===== src/rtl/wb_pkg.sv =====
// -----------------------------------------------------------------------------
// wb_pkg
// Shared encodings for the writeback stage: result-source select values,
// load-type codes and the writeback FSM state type.
// -----------------------------------------------------------------------------
package wb_pkg;

  // Result source select (in_wb_sel). 2'b11 also selects the ALU result.
  localparam logic [1:0] WB_SEL_ALU = 2'b00;
  localparam logic [1:0] WB_SEL_MEM = 2'b01;
  localparam logic [1:0] WB_SEL_PC4 = 2'b10;

  // Load type (in_load_type). 3'b111 is treated as a full-width load.
  localparam logic [2:0] LOAD_LB  = 3'b000;
  localparam logic [2:0] LOAD_LH  = 3'b001;
  localparam logic [2:0] LOAD_LW  = 3'b010;
  localparam logic [2:0] LOAD_LD  = 3'b011;
  localparam logic [2:0] LOAD_LBU = 3'b100;
  localparam logic [2:0] LOAD_LHU = 3'b101;
  localparam logic [2:0] LOAD_LWU = 3'b110;

  typedef enum logic {
    IDLE     = 1'b0,
    WAIT_MEM = 1'b1
  } wb_state_e;

endpackage


===== src/rtl/wb_stage_pipe_load_extract.sv =====
// -----------------------------------------------------------------------------
// load_extract
// Combinational lane selection and sign/zero extension of a memory read word.
//
// Ports:
//   data_i      [DATA_W-1:0]  raw memory read data
//   load_type_i [2:0]         load type code (wb_pkg LOAD_*)
//   byte_off_i  [OFF_W-1:0]   low address bits of the load
//   data_o      [DATA_W-1:0]  extracted, extended value
// -----------------------------------------------------------------------------
module load_extract
  import wb_pkg::*;
#(
  parameter int DATA_W = 32,
  parameter int OFF_W  = $clog2(DATA_W / 8)
) (
  input  logic [DATA_W-1:0] data_i,
  input  logic [2:0]        load_type_i,
  input  logic [OFF_W-1:0]  byte_off_i,
  output logic [DATA_W-1:0] data_o
);

  logic [OFF_W-1:0]  lane_off;
  logic [DATA_W-1:0] lane_data;

  always_comb begin
    // Round the offset down to the access size; full-width loads use lane 0.
    // With DATA_W=32 the word mask clears every offset bit, so LW/LWU return
    // the whole word.
    lane_off = '0;
    case (load_type_i)
      LOAD_LB, LOAD_LBU: lane_off = byte_off_i;
      LOAD_LH, LOAD_LHU: lane_off = byte_off_i & ~OFF_W'(1);
      LOAD_LW, LOAD_LWU: lane_off = byte_off_i & ~OFF_W'(3);
      default:           lane_off = '0;
    endcase
  end

  assign lane_data = data_i >> {lane_off, 3'b000};

  always_comb begin
    data_o = data_i;
    // Size casts of signed operands sign-extend; of unsigned ones zero-fill.
    case (load_type_i)
      LOAD_LB:  data_o = DATA_W'($signed(lane_data[7:0]));
      LOAD_LH:  data_o = DATA_W'($signed(lane_data[15:0]));
      LOAD_LW:  data_o = DATA_W'($signed(lane_data[31:0]));
      LOAD_LBU: data_o = DATA_W'(lane_data[7:0]);
      LOAD_LHU: data_o = DATA_W'(lane_data[15:0]);
      LOAD_LWU: data_o = DATA_W'(lane_data[31:0]);
      LOAD_LD:  data_o = data_i;
      default:  data_o = data_i;
    endcase
  end

endmodule


===== src/rtl/wb_stage_pipe.sv =====
// -----------------------------------------------------------------------------
// wb_stage_pipe
// Registered writeback stage: MEM/WB pipeline register, result selection and
// load-data extraction. Emits one single-cycle register-file write per
// committed instruction; write_data/write_reg_out hold between writes.
//
//   state    | meaning
//   ---------+-----------------------------------------------------------
//   IDLE     | ready to accept; non-loads commit on the next cycle
//   WAIT_MEM | load accepted, waiting for mem_rvalid (flush aborts it)
//
// Ports:
//   clk, rst             clock, asynchronous active-high reset
//   in_valid / in_ready  MEM-side handshake (in_ready high in IDLE)
//   in_alu_result        ALU result
//   in_pc_plus4          link value
//   in_write_reg         destination register
//   in_reg_write         instruction writes a register
//   in_wb_sel            result source (00 ALU, 01 MEM, 10 PC+4, 11 ALU)
//   in_load_type         load type (wb_pkg LOAD_*)
//   in_byte_off          load address low bits
//   mem_rvalid/mem_rdata memory read response
//   flush                kill pending or incoming instruction
//   write_data           register-file write data
//   write_reg_out        register-file write address
//   reg_write_out        register-file write enable (one-cycle pulse)
//   busy                 a load is waiting for memory
// -----------------------------------------------------------------------------
module wb_stage_pipe
  import wb_pkg::*;
#(
  parameter int DATA_W      = 32,
  parameter int REG_ADDR_W  = 5,
  parameter int ZERO_REG_EN = 1,
  parameter int OFF_W       = $clog2(DATA_W / 8)
) (
  input  logic                  clk,
  input  logic                  rst,
  input  logic                  in_valid,
  output logic                  in_ready,
  input  logic [DATA_W-1:0]     in_alu_result,
  input  logic [DATA_W-1:0]     in_pc_plus4,
  input  logic [REG_ADDR_W-1:0] in_write_reg,
  input  logic                  in_reg_write,
  input  logic [1:0]            in_wb_sel,
  input  logic [2:0]            in_load_type,
  input  logic [OFF_W-1:0]      in_byte_off,
  input  logic                  mem_rvalid,
  input  logic [DATA_W-1:0]     mem_rdata,
  input  logic                  flush,
  output logic [DATA_W-1:0]     write_data,
  output logic [REG_ADDR_W-1:0] write_reg_out,
  output logic                  reg_write_out,
  output logic                  busy
);

  wb_state_e state_q, state_d;

  // Holding registers for a load in flight.
  logic [REG_ADDR_W-1:0] write_reg_q;
  logic                  reg_write_q;
  logic [2:0]            load_type_q;
  logic [OFF_W-1:0]      byte_off_q;

  logic [DATA_W-1:0]     write_data_q,    write_data_d;
  logic [REG_ADDR_W-1:0] write_reg_out_q, write_reg_out_d;
  logic                  reg_write_out_q, reg_write_out_d;

  logic                  accept;
  logic                  capture_en;
  logic [DATA_W-1:0]     sel_data;
  logic [DATA_W-1:0]     load_data;

  function automatic logic wr_allowed(input logic [REG_ADDR_W-1:0] rd,
                                      input logic                  we);
    return we && !((ZERO_REG_EN != 0) && (rd == '0));
  endfunction

  assign in_ready = (state_q == IDLE);
  assign busy     = (state_q == WAIT_MEM);
  assign accept   = in_valid && in_ready && !flush;

  always_comb begin
    sel_data = in_alu_result;
    case (in_wb_sel)
      WB_SEL_ALU: sel_data = in_alu_result;
      WB_SEL_PC4: sel_data = in_pc_plus4;
      default:    sel_data = in_alu_result;
    endcase
  end

  load_extract #(
    .DATA_W (DATA_W),
    .OFF_W  (OFF_W)
  ) u_load_extract (
    .data_i      (mem_rdata),
    .load_type_i (load_type_q),
    .byte_off_i  (byte_off_q),
    .data_o      (load_data)
  );

  // Data and address only move when a write actually fires, so they hold
  // their last committed value whenever reg_write_out is low.
  always_comb begin
    state_d         = state_q;
    write_data_d    = write_data_q;
    write_reg_out_d = write_reg_out_q;
    reg_write_out_d = 1'b0;
    capture_en      = 1'b0;
    case (state_q)
      IDLE: begin
        if (accept) begin
          if (in_wb_sel == WB_SEL_MEM) begin
            // Response is only looked at from the next cycle on.
            capture_en = 1'b1;
            state_d    = WAIT_MEM;
          end else if (wr_allowed(in_write_reg, in_reg_write)) begin
            write_data_d    = sel_data;
            write_reg_out_d = in_write_reg;
            reg_write_out_d = 1'b1;
          end
        end
      end
      WAIT_MEM: begin
        if (flush) begin
          state_d = IDLE;
        end else if (mem_rvalid) begin
          state_d = IDLE;
          if (wr_allowed(write_reg_q, reg_write_q)) begin
            write_data_d    = load_data;
            write_reg_out_d = write_reg_q;
            reg_write_out_d = 1'b1;
          end
        end
      end
      default: state_d = IDLE;
    endcase
  end

  always_ff @(posedge clk or posedge rst) begin
    if (rst) begin
      state_q         <= IDLE;
      write_data_q    <= '0;
      write_reg_out_q <= '0;
      reg_write_out_q <= 1'b0;
    end else begin
      state_q         <= state_d;
      write_data_q    <= write_data_d;
      write_reg_out_q <= write_reg_out_d;
      reg_write_out_q <= reg_write_out_d;
    end
  end

  always_ff @(posedge clk or posedge rst) begin
    if (rst) begin
      write_reg_q <= '0;
      reg_write_q <= 1'b0;
      load_type_q <= '0;
      byte_off_q  <= '0;
    end else if (capture_en) begin
      write_reg_q <= in_write_reg;
      reg_write_q <= in_reg_write;
      load_type_q <= in_load_type;
      byte_off_q  <= in_byte_off;
    end
  end

  assign write_data    = write_data_q;
  assign write_reg_out = write_reg_out_q;
  assign reg_write_out = reg_write_out_q;

endmodule


===== config.mk =====
export PLATFORM = sky130hd
export DESIGN_NAME = wb_stage_pipe
export DESIGN_NICKNAME = d
export VERILOG_FILES = /design/src/rtl/wb_pkg.sv /design/src/rtl/wb_stage_pipe_load_extract.sv /design/src/rtl/wb_stage_pipe.sv
export SDC_FILE = /design/constraint.sdc
export NUM_CORES = 1
export LEC_CHECK = 0
export CAP_MARGIN = 20
export CORE_MARGIN = 4
export CORE_UTILIZATION = 35
export CTS_BUF_LIST = sky130_fd_sc_hd__clkbuf_8
export DETAILED_ROUTE_END_ITERATION = 10
export PLACE_DENSITY = 0.69
export SLEW_MARGIN = 40
export SYNTH_ARGS = -nofsm -noshare
export SYNTH_HDL_FRONTEND = slang
export SYNTH_HIERARCHICAL = 1
export SYNTH_SLANG_ARGS = --single-unit

===== constraint.sdc =====
create_clock -name clk -period 5.33 [get_ports clk]
set_input_delay 0.533 -clock clk [delete_from_list [all_inputs] [get_ports clk]]
set_output_delay 0.533 -clock clk [all_outputs]
set_load 0.02 [all_outputs]

# Word level (Yosys, flattened, before mapping)
# Index checks and enable logic that the tools add are counted.
# totals
reg_bits	50
inputBits	114
out_inout_bits	40
word_cells	67
# op_classes
n_eq_ne	13
shift	1
muxes	30
bitwise	1
reduce_logical	14
# op_table
op	n
two-way mux 32 bit	7
case mux 32 bit (5 select lines)	1
case mux 32 bit (2 select lines)	1
>> shifter 32 x 5 -> 32 bit	1
two-way mux 5 bit	6
two-way mux 1 bit	11
logical NOT 5 bit	2
case mux 5 bit (2 select lines)	1
equality test 3 bit (second input constant)	3
inequality test 2 x 1 -> 1 bit (second input constant)	3
inequality test 2 bit (second input constant)	3
AND reduction 6 bit	1
OR reduction 2 bit	3
logical AND 1 bit	4
case mux 1 bit (2 select lines)	2
case mux 2 bit (2 select lines)	1
equality test 3 x 1 -> 1 bit (second input constant)	1
equality test 3 x 2 -> 1 bit (second input constant)	1
logical NOT 1 bit	3
logical NOT 3 bit	1
equality test 2 x 1 -> 1 bit (second input constant)	1
equality test 2 bit (second input constant)	1
inverter 1 bit	1

# Longest topological paths before layout
# Gate-level depths: netlist of the first run.
# depth
depth_word	9
ltp_mapped	9
ltp_nobuf	7

# Modules after synthesis
# The synthesis of the first run kept the hierarchy.
# modules_own_cells
module	n_inst	cells_each	area_each_um2	seq_area_each_um2
wb_stage_pipe	1	231	2716.4	1251.2
load_extract	1	121	754.5	0.0

# Least setup slack after synthesis of the first run
# Ideal clock, no wire load.
# synth_path
path_kind	input port to flip-flop
startpoint	input port in_write_reg[1]
endpoint	register write_data_q[11] (netlist: write_data[11])
setup_ns	0.125
arrival_time_ns	1.894
required_ns	5.205
slack_ns	3.311
cell_stages	6
n_path_buf	2
path_cell_list	or4_1 -> o211ai_1 -> a21oi_2 -> buf_6 -> buf_6 -> mux2_4
# synth_via
elab_chain_len	5
# synth_rtl
item	line_no	text
start, declared	wb_stage_pipe.sv:43	input logic [REG_ADDR_W-1:0] in_write_reg,
logical NOT 5 bit	wb_stage_pipe.sv:76	return we && !((ZERO_REG_EN != 0) && (rd == '0));
logical NOT 1 bit	wb_stage_pipe.sv:76	
logical AND 1 bit	wb_stage_pipe.sv:76	
inequality test 2 x 1 -> 1 bit (no source line)	--	
AND reduction 6 bit (no source line)	--	
end signal, assigned	wb_stage_pipe.sv:148	write_data_q <= write_data_d;
end, declared	wb_stage_pipe.sv:65	logic [DATA_W-1:0] write_data_q, write_data_d;
# Every way passes these cells.
# A chain may end at the register's enable or synchronous reset.

# Final worst setup path of the first run
# layout_path
startpoint	register load_type_q[1]
endpoint	register write_data_q[19] (netlist: write_data[19])
# layout_via
elab_chain_len	9
elab_cells_between_ends	16
classes_between	eq/ne: 5; shift: 1; mux: 6; reduce/logical: 4
# layout_rtl
item	line_no	text
start, declared	wb_stage_pipe.sv:62	logic [2:0] load_type_q;
start signal, assigned	wb_stage_pipe.sv:163	load_type_q <= in_load_type;
equality test 3 x 1 -> 1 bit, or another cell as far along	wb_stage_pipe_load_extract.sv:31, wb_stage_pipe_load_extract.sv:44	
OR reduction 2 bit	wb_stage_pipe_load_extract.sv:31	case (load_type_i)
case mux 2 bit (2 select lines)	wb_stage_pipe_load_extract.sv:31	
>> shifter 32 x 5 -> 32 bit	wb_stage_pipe_load_extract.sv:39	assign lane_data = data_i >> {lane_off, 3'b000};
case mux 32 bit (5 select lines) (*)	wb_stage_pipe_load_extract.sv:44	case (load_type_i)
net load_data[19]	wb_stage_pipe.sv:72	logic [DATA_W-1:0] load_data;
two-way mux 32 bit (*)	wb_stage_pipe.sv:129	if (wr_allowed(write_reg_q, reg_write_q)) begin
two-way mux 32 bit (*)	wb_stage_pipe.sv:127	end else if (mem_rvalid) begin
two-way mux 32 bit (*)	wb_stage_pipe.sv:125	if (flush) begin
case mux 32 bit (2 select lines) (*)	wb_stage_pipe.sv:110	case (state_q)
# The timed path passes the listed nets; every way through them passes the cells marked *. The select of a mux whose other input is x is not followed.

==> results of run 1 <==
==> power groups by stage <==
stage / sequential (mW) / clock [mW] / combinational, mW
after floorplan: 0.655 / 0 / 0.370
after global placement: 0.578 / 0 / 0.764
after detailed placement: 0.581 / 0 / 0.774
after CTS: 0.576 / 0.287 / 0.777
after global routing: 0.593 / 0.304 / 0.828
final: 0.575 / 0.279 / 0.772
==> synth_stat cells, drive strengths merged <==
| cell type | count |
|---|---|
| nor3b | 1 |
| o22a | 1 |
| and2 | 7 |
| nor2b | 4 |
| or3 | 1 |
| buf | 19 |
| clkbuf | 12 |
| a31oi | 8 |
| o21ai | 39 |
| a211oi | 7 |
| mux2i | 33 |
| nand4 | 1 |
| o22ai | 2 |
| o2111ai | 1 |
| mux2 | 53 |
| nand2 | 63 |
| dfrtp | 50 |
| nand2b | 3 |
| or4 | 2 |
| a22oi | 7 |
| a21oi | 2 |
| nor2 | 1 |
| o211ai | 17 |
| nor4b | 1 |
| o221a | 1 |
| a22o | 7 |
| inv | 7 |
| o221ai | 1 |
| a21o | 1 |
==> per-layer routing <==
layer  global-route usage [%]  vias to the layer above  wire length (µm)
li1                         -                     1549                 -
met1                    22.30                     1483              4597
met2                    29.22                       93              5071
met3                    5.879                        4               793
met4                    2.795                        0                59
met5                        0                        -                 0
==> final cells by class <==
class	count	area share, %
multi-input combinational	264	39.48
timing repair buffer	157	30.26
sequential	50	24.35
tap	133	3.225
clock buffer	5	1.334
clock inverter	3	0.8487
inverter	7	0.5092
==> path summary, 6_finish.rpt <==
path | to | slack [ns] | depth (start not counted)
setup / recovery | write_data[19] | 2.66 | 6
hold / removal | write_data[0] | 0.50 | 1
setup reg to reg | write_data[19] | 2.66 | 6
hold reg to reg | write_data[0] | 0.50 | 1
max in group asynchronous | busy | 4.13 | 3
min in group asynchronous | write_data[22] | 0.72 | 3
==> state kept, by name, summed over array words and instances, names as in the netlist <==
signal and cells:
load_type_q 3, byte_off_q 2, write_reg_out 5, write_reg_q 5, reg_write_out 1, write_data 32, reg_write_q 1, busy 1
==> logic make-up (layout without fill, tap and decap cells) <==
kind of cell,after synthesis,in the layout,synth area share [%]
AO/OA/AOI/OAI,94,94,18.53
multiplexers,86,86,28.77
AND/OR/NAND/NOR,84,84,10.71
flip-flops,50,50,36.05
buffers and inverters,38,172,5.948
==> critical path, cell delays in order (launching register included) <==
cell and delay [ns]:
dfrtp_2 0.74, nand2b_1 0.51, o221a_2 0.63, o211ai_1 0.20, nand2_1 0.10, o21ai_0 0.09
mux2_4 0.28
==> cell usage in the layout (no fill, tap or decap), types with 2 or more instances in the layout <==
cell	synthesis	layout
clkbuf_8	0	5
nor2b_1	4	2
o21ai_1	6	6
nand2_1	63	63
a211oi_1	7	7
inv_1	6	5
nand2b_1	3	3
o21ai_0	33	33
and2_1	7	7
or4_1	2	2
o211ai_1	16	16
mux2i_1	33	33
a22oi_1	7	7
inv_2	1	2
mux2_1	6	6
a31oi_1	8	8
mux2_4	19	19
a22o_1	7	7
mux2_2	28	28
dfrtp_1	50	48
clkdlybuf4s50_1	0	153
o22ai_1	2	2
buf_4	4	4
==> out/metrics.cfg, run 1 <==
[floorplan]
initial_core_util_pct=35.67
die_height_um=107.6
dieArea_um2=11570
core_um2=9729
rows=36
die_width_um=107.6
pin_count=154

[place]
dpl-instance-area_um2=5047
post-dp-hpwl_um=8030
place_congestion=0.8187
placed_cells_incl_taps=611
portBuffers=153
pre_cts_slack_ns=2.553

[synth]
synth-seq-cells=50
synth_area_um2=3471
synthesis.nets=466
syn_inst=352
synth.area.top_cells=dfrtp_1 36%, mux2i_1 9.5%, mux2_2 9.1%, mux2_4 8.2%, nand2_1 6.8%
ys_types=37
seq_area_frac_synth_pct=36.05
syn_avg_cell_area_um2=9.860
synth_top_cell_area_share_pct=36.05
ys_warn_count=6
synth_area_leader_cell=dfrtp_1

[power_and_ir_drop]
p_leak_nw=1.999
seq_power_share_pct=35.4
p_sw_mw=0.5830
cellPowerDensity_nw_per_um2=315.1
power.total_mw=1.626
clkPwrFrac_pct=17.1
combPwrFrac_pct=47.5
ir_worst_vdd_mv=0.1517
sw_frac_of_total_pct=35.85
intPower_mw=1.043

[global_route]
track_usage_pct=17.47
grt_max_degree=75
overflow=0
grt_pass1_wl_um=16200
grt_pass1_vias=3223
antenna_found_initial=0

[outcome]
status=finished clean

[timing]
setup_viol=0
tightestPinTransition_ns=0.8307
grt_setup_unrepaired=no
min_period_ns=2.670
drv_slew=0
slew_headroom_pct=44.62
finalClockSkew_ns=0.007416
setup_ws_ns=2.660
tns_ns=0
whs_ns=0.5020
finalHoldViolCount=0
max_freq_ghz=0.3745
fin_crit_sh_pct=50.10

[layout]
nets=599
drive_gt1_share_pct=14.81
final_util_pct=53.04
multi_input_area_um2=2037
fin_area_um2=5160
instances_no_fill=619
antenna_cells=0
syn_to_final_growth_pct=48.67
seq_area_um2=1256
nFillCells=918

[routing]
drt_iter0_markers=133
first_pass_iters=4
vias=3129
ant_nets=0
wire_per_inst_um=17.00
viasPerCell=5.055
wl_um=10520
drc=0

[worst_setup_path]
reg2reg_from=load_type_q[1]
cp-start-kind=flop
crit_type=flop to flop
critical_path_arrival_ns=2.87
crit_start=load_type_q[1]
path_max_fanout=32
crit_required_ns=5.53
endpoint_kind=flop

[clocking]
cts_root_buf=clkbuf_8
cts_setup_buffers=0
ctsHoldBuffers=0
clkTransAtPathRegs_ns=0.10
cts_max_level=2
cts_tree=built
max-clock-path-buffers=2
clkLatencyLatePin_ns=0.30
cts_sinks=50
ctsResizeCount=0
cts_made_buffers=5

[hold_path]
hp-class=flop to flop
hold_start=write_data[0]

[run]
drv_cap=0

No activity file was read; power rests on OpenSTA's default activity.
==> run 2, diff against run 1 <==
PLACE_DENSITY = 0.72   (was 0.69)
clock period = 2.2 ns   (was 5.33 ns; I/O delays follow)
==> run 2 against run 1 <==
  * Global-route usage up 0.74 points
  * Flip-flop and latch count unchanged
  * Sequential share of layout area down 0.75 points
  * Highest routed layer unchanged
==> out/metrics.cfg, run 2 (same netlist as run 1, synthesis figures left out) <==
[routing]
drc=0  ; unchanged
vias=3243  ; was 3129
wire_per_inst_um=17.43  ; was 17.00 µm
drt_iter0_markers=223  ; was 133
top_layer=met4  ; unchanged
wl_um=11030  ; was 10520 µm
first_pass_iters=4  ; unchanged
met1_length_um=4448  ; was 4597 µm
ant_nets=0  ; unchanged
route.met3.wl_um=941  ; was 793 µm
route.met2.wl_um=5557  ; was 5071 µm
viasPerCell=5.123  ; was 5.055

[floorplan]
core_um2=9729  ; unchanged
die_height_um=107.6  ; unchanged
rows=36  ; unchanged
die_width_um=107.6  ; unchanged
initial_core_util_pct=35.67  ; unchanged
dieArea_um2=11570  ; unchanged
pin_count=154  ; unchanged

[layout]
largest_reg_flops=32  ; unchanged
final_cell_mix=153 x clkdlybuf4s50_1, 62 x nand2_1, 49 x dfrtp_1  ; was 153 x clkdlybuf4s50_1, 63 x nand2_1, 48 x dfrtp_1
syn_to_final_growth_pct=52.92  ; was 48.67%
antenna_cells=0  ; unchanged
drive_gt1_share_pct=17.20  ; was 14.81%
final_common_cell=clkdlybuf4s50_1  ; unchanged
nets=613  ; was 599
final_util_pct=54.55  ; was 53.04%

[clocking]
cts_tree=built  ; unchanged
cts_root_buf=clkbuf_8  ; unchanged
cts_max_level=2  ; unchanged
cts_made_buffers=5  ; unchanged
cts_sinks=50  ; unchanged
ctsResizeCount=0  ; unchanged
cts_setup_buffers=0  ; unchanged
ctsHoldBuffers=0  ; unchanged
max-clock-path-buffers=2  ; unchanged
clkLatencyLatePin_ns=0.31  ; was 0.30 ns
clkTransAtPathRegs_ns=0.11  ; was 0.10 ns

[place]
post-dp-hpwl_um=8671  ; was 8030 µm
place_congestion=0.8297  ; was 0.8187
portBuffers=153  ; unchanged

[global_route]
track_usage_pct=18.21  ; was 17.47%
overflow=0  ; unchanged
grt_pass1_vias=3376  ; was 3223
grt_pass1_wl_um=16900  ; was 16200 µm
grt_max_degree=37  ; was 75
antenna_found_initial=0  ; unchanged

[hold_path]
hp-class=input port to asynchronous set/reset pin  ; was flop to flop

[timing]
drv_slew=0  ; unchanged
finalHoldViolCount=0  ; unchanged
tightestPinTransition_ns=0.7960  ; was 0.8307 ns
whs_ns=0.2862  ; was 0.5020 ns
slew_headroom_pct=46.69  ; was 44.62%
setup_viol=0  ; unchanged
max_freq_ghz=0.4814  ; was 0.3745 GHz
grt_setup_unrepaired=yes  ; was no
fin_crit_sh_pct=94.42  ; was 50.10%
finalClockSkew_ns=0.009263  ; was 0.007416 ns
min_period_ns=2.077  ; was 2.670 ns

[worst_setup_path]
cp-start-kind=flop  ; unchanged
reg2reg_from=load_type_q[1]  ; unchanged
crit_required_ns=2.40  ; was 5.53 ns
crit_type=flop to flop  ; unchanged
rrSetupSlack_ns=0.12  ; was 2.66 ns
r2r-end=write_data[3]  ; was write_data[19]
ff2ff_path_depth=9  ; was 6
endpoint_kind=flop  ; unchanged
critical_path_arrival_ns=2.28  ; was 2.87 ns
path_max_fanout=31  ; was 32

[power_and_ir_drop]
p_leak_nw=2.075  ; was 1.999 nW
ir_worst_vdd_mv=0.4267  ; was 0.1517 mV
cellPowerDensity_nw_per_um2=742.8  ; was 315.1 nW/µm²

[run]
drv_cap=0  ; unchanged

[outcome]
status=finished clean  ; unchanged

## run 2: cell types whose count changed in the layout (fill, tap and decap cells not counted), sizes merged
cell      before  now
clkinvlp       0    1
buf            4   18
bufinv         1    0
## run 2: worst max-delay path by stage
stage	slack, ns	endpoint	cells after the start	startpoint
5_1_grt	-0.006	write_data[0]	8	load_type_q[1]
4_1_cts	0.11	write_data[3]	9	load_type_q[1]
3_3_place_gp	0.03	write_data[0]	6	in_write_reg[1]
3_5_place_dp	-0.04	write_data[25]	6	in_write_reg[1]
2_1_floorplan	0.32	write_data[11]	7	busy
6_report	0.12	write_data[3]	9	load_type_q[1]
## run 2: where the power goes
part | internal [mW] | total, mW | switching (mW)
combinational | 1.08 | 2.03 | 0.948
clock | 0.231 | 0.577 | 0.347
sequential | 1.18 | 1.34 | 0.162
total | 2.49 | 3.94 | 1.46
## run 2: per-stage QoR
stage          total power [mW]  setup WS, ns  cells  area (µm²)  setup TNS, ns
6_report                  3.943        0.1227    633        5308              0
3_5_place_dp              3.378      -0.03706    625        5211        -0.2131
4_1_cts                   3.964        0.1088    633        5305              0
3_3_place_gp              3.327       0.03055    625        5209              0
2_1_floorplan             2.485        0.3239    352        3471              0
5_1_grt                   4.168     -0.005783    633        5308      -0.005783
## run 2: routing by layer
metal	vias up	global-route usage, %
li1	1571	-
met1	1556	21.88
met2	109	32.59
met3	7	5.459
met4	0	2.795
met5	-	0
## run 2: final cells by class
| type | count | area [µm²] |
|---|---|---|
| Tap cell | 133 | 166.4 |
| Timing Repair Buffer | 171 | 1729 |
| Fill cell | 897 | 4422 |
| Clock buffer | 5 | 68.82 |
| Sequential cell | 50 | 1252 |
| Multi-Input combinational cell | 264 | 2039 |
| Clock inverter | 3 | 25.02 |
| Inverter | 7 | 26.28 |
## run 2: critical path, cell delays in order (launching register included)
cell and delay (ns):
dfrtp_1 0.40, buf_4 0.24, nor2_1 0.25, nand2_2 0.18
buf_4 0.20, a211oi_1 0.21, a31oi_1 0.07, nand2_1 0.07
o21ai_0 0.07, mux2_4 0.26
==> run 3, diff against run 2 <==
CTS_CLUSTER_DIAMETER = 30   (was unset)
==> results of run 3 <==
Final layout, timing and power as in run 2 (identical DEF).
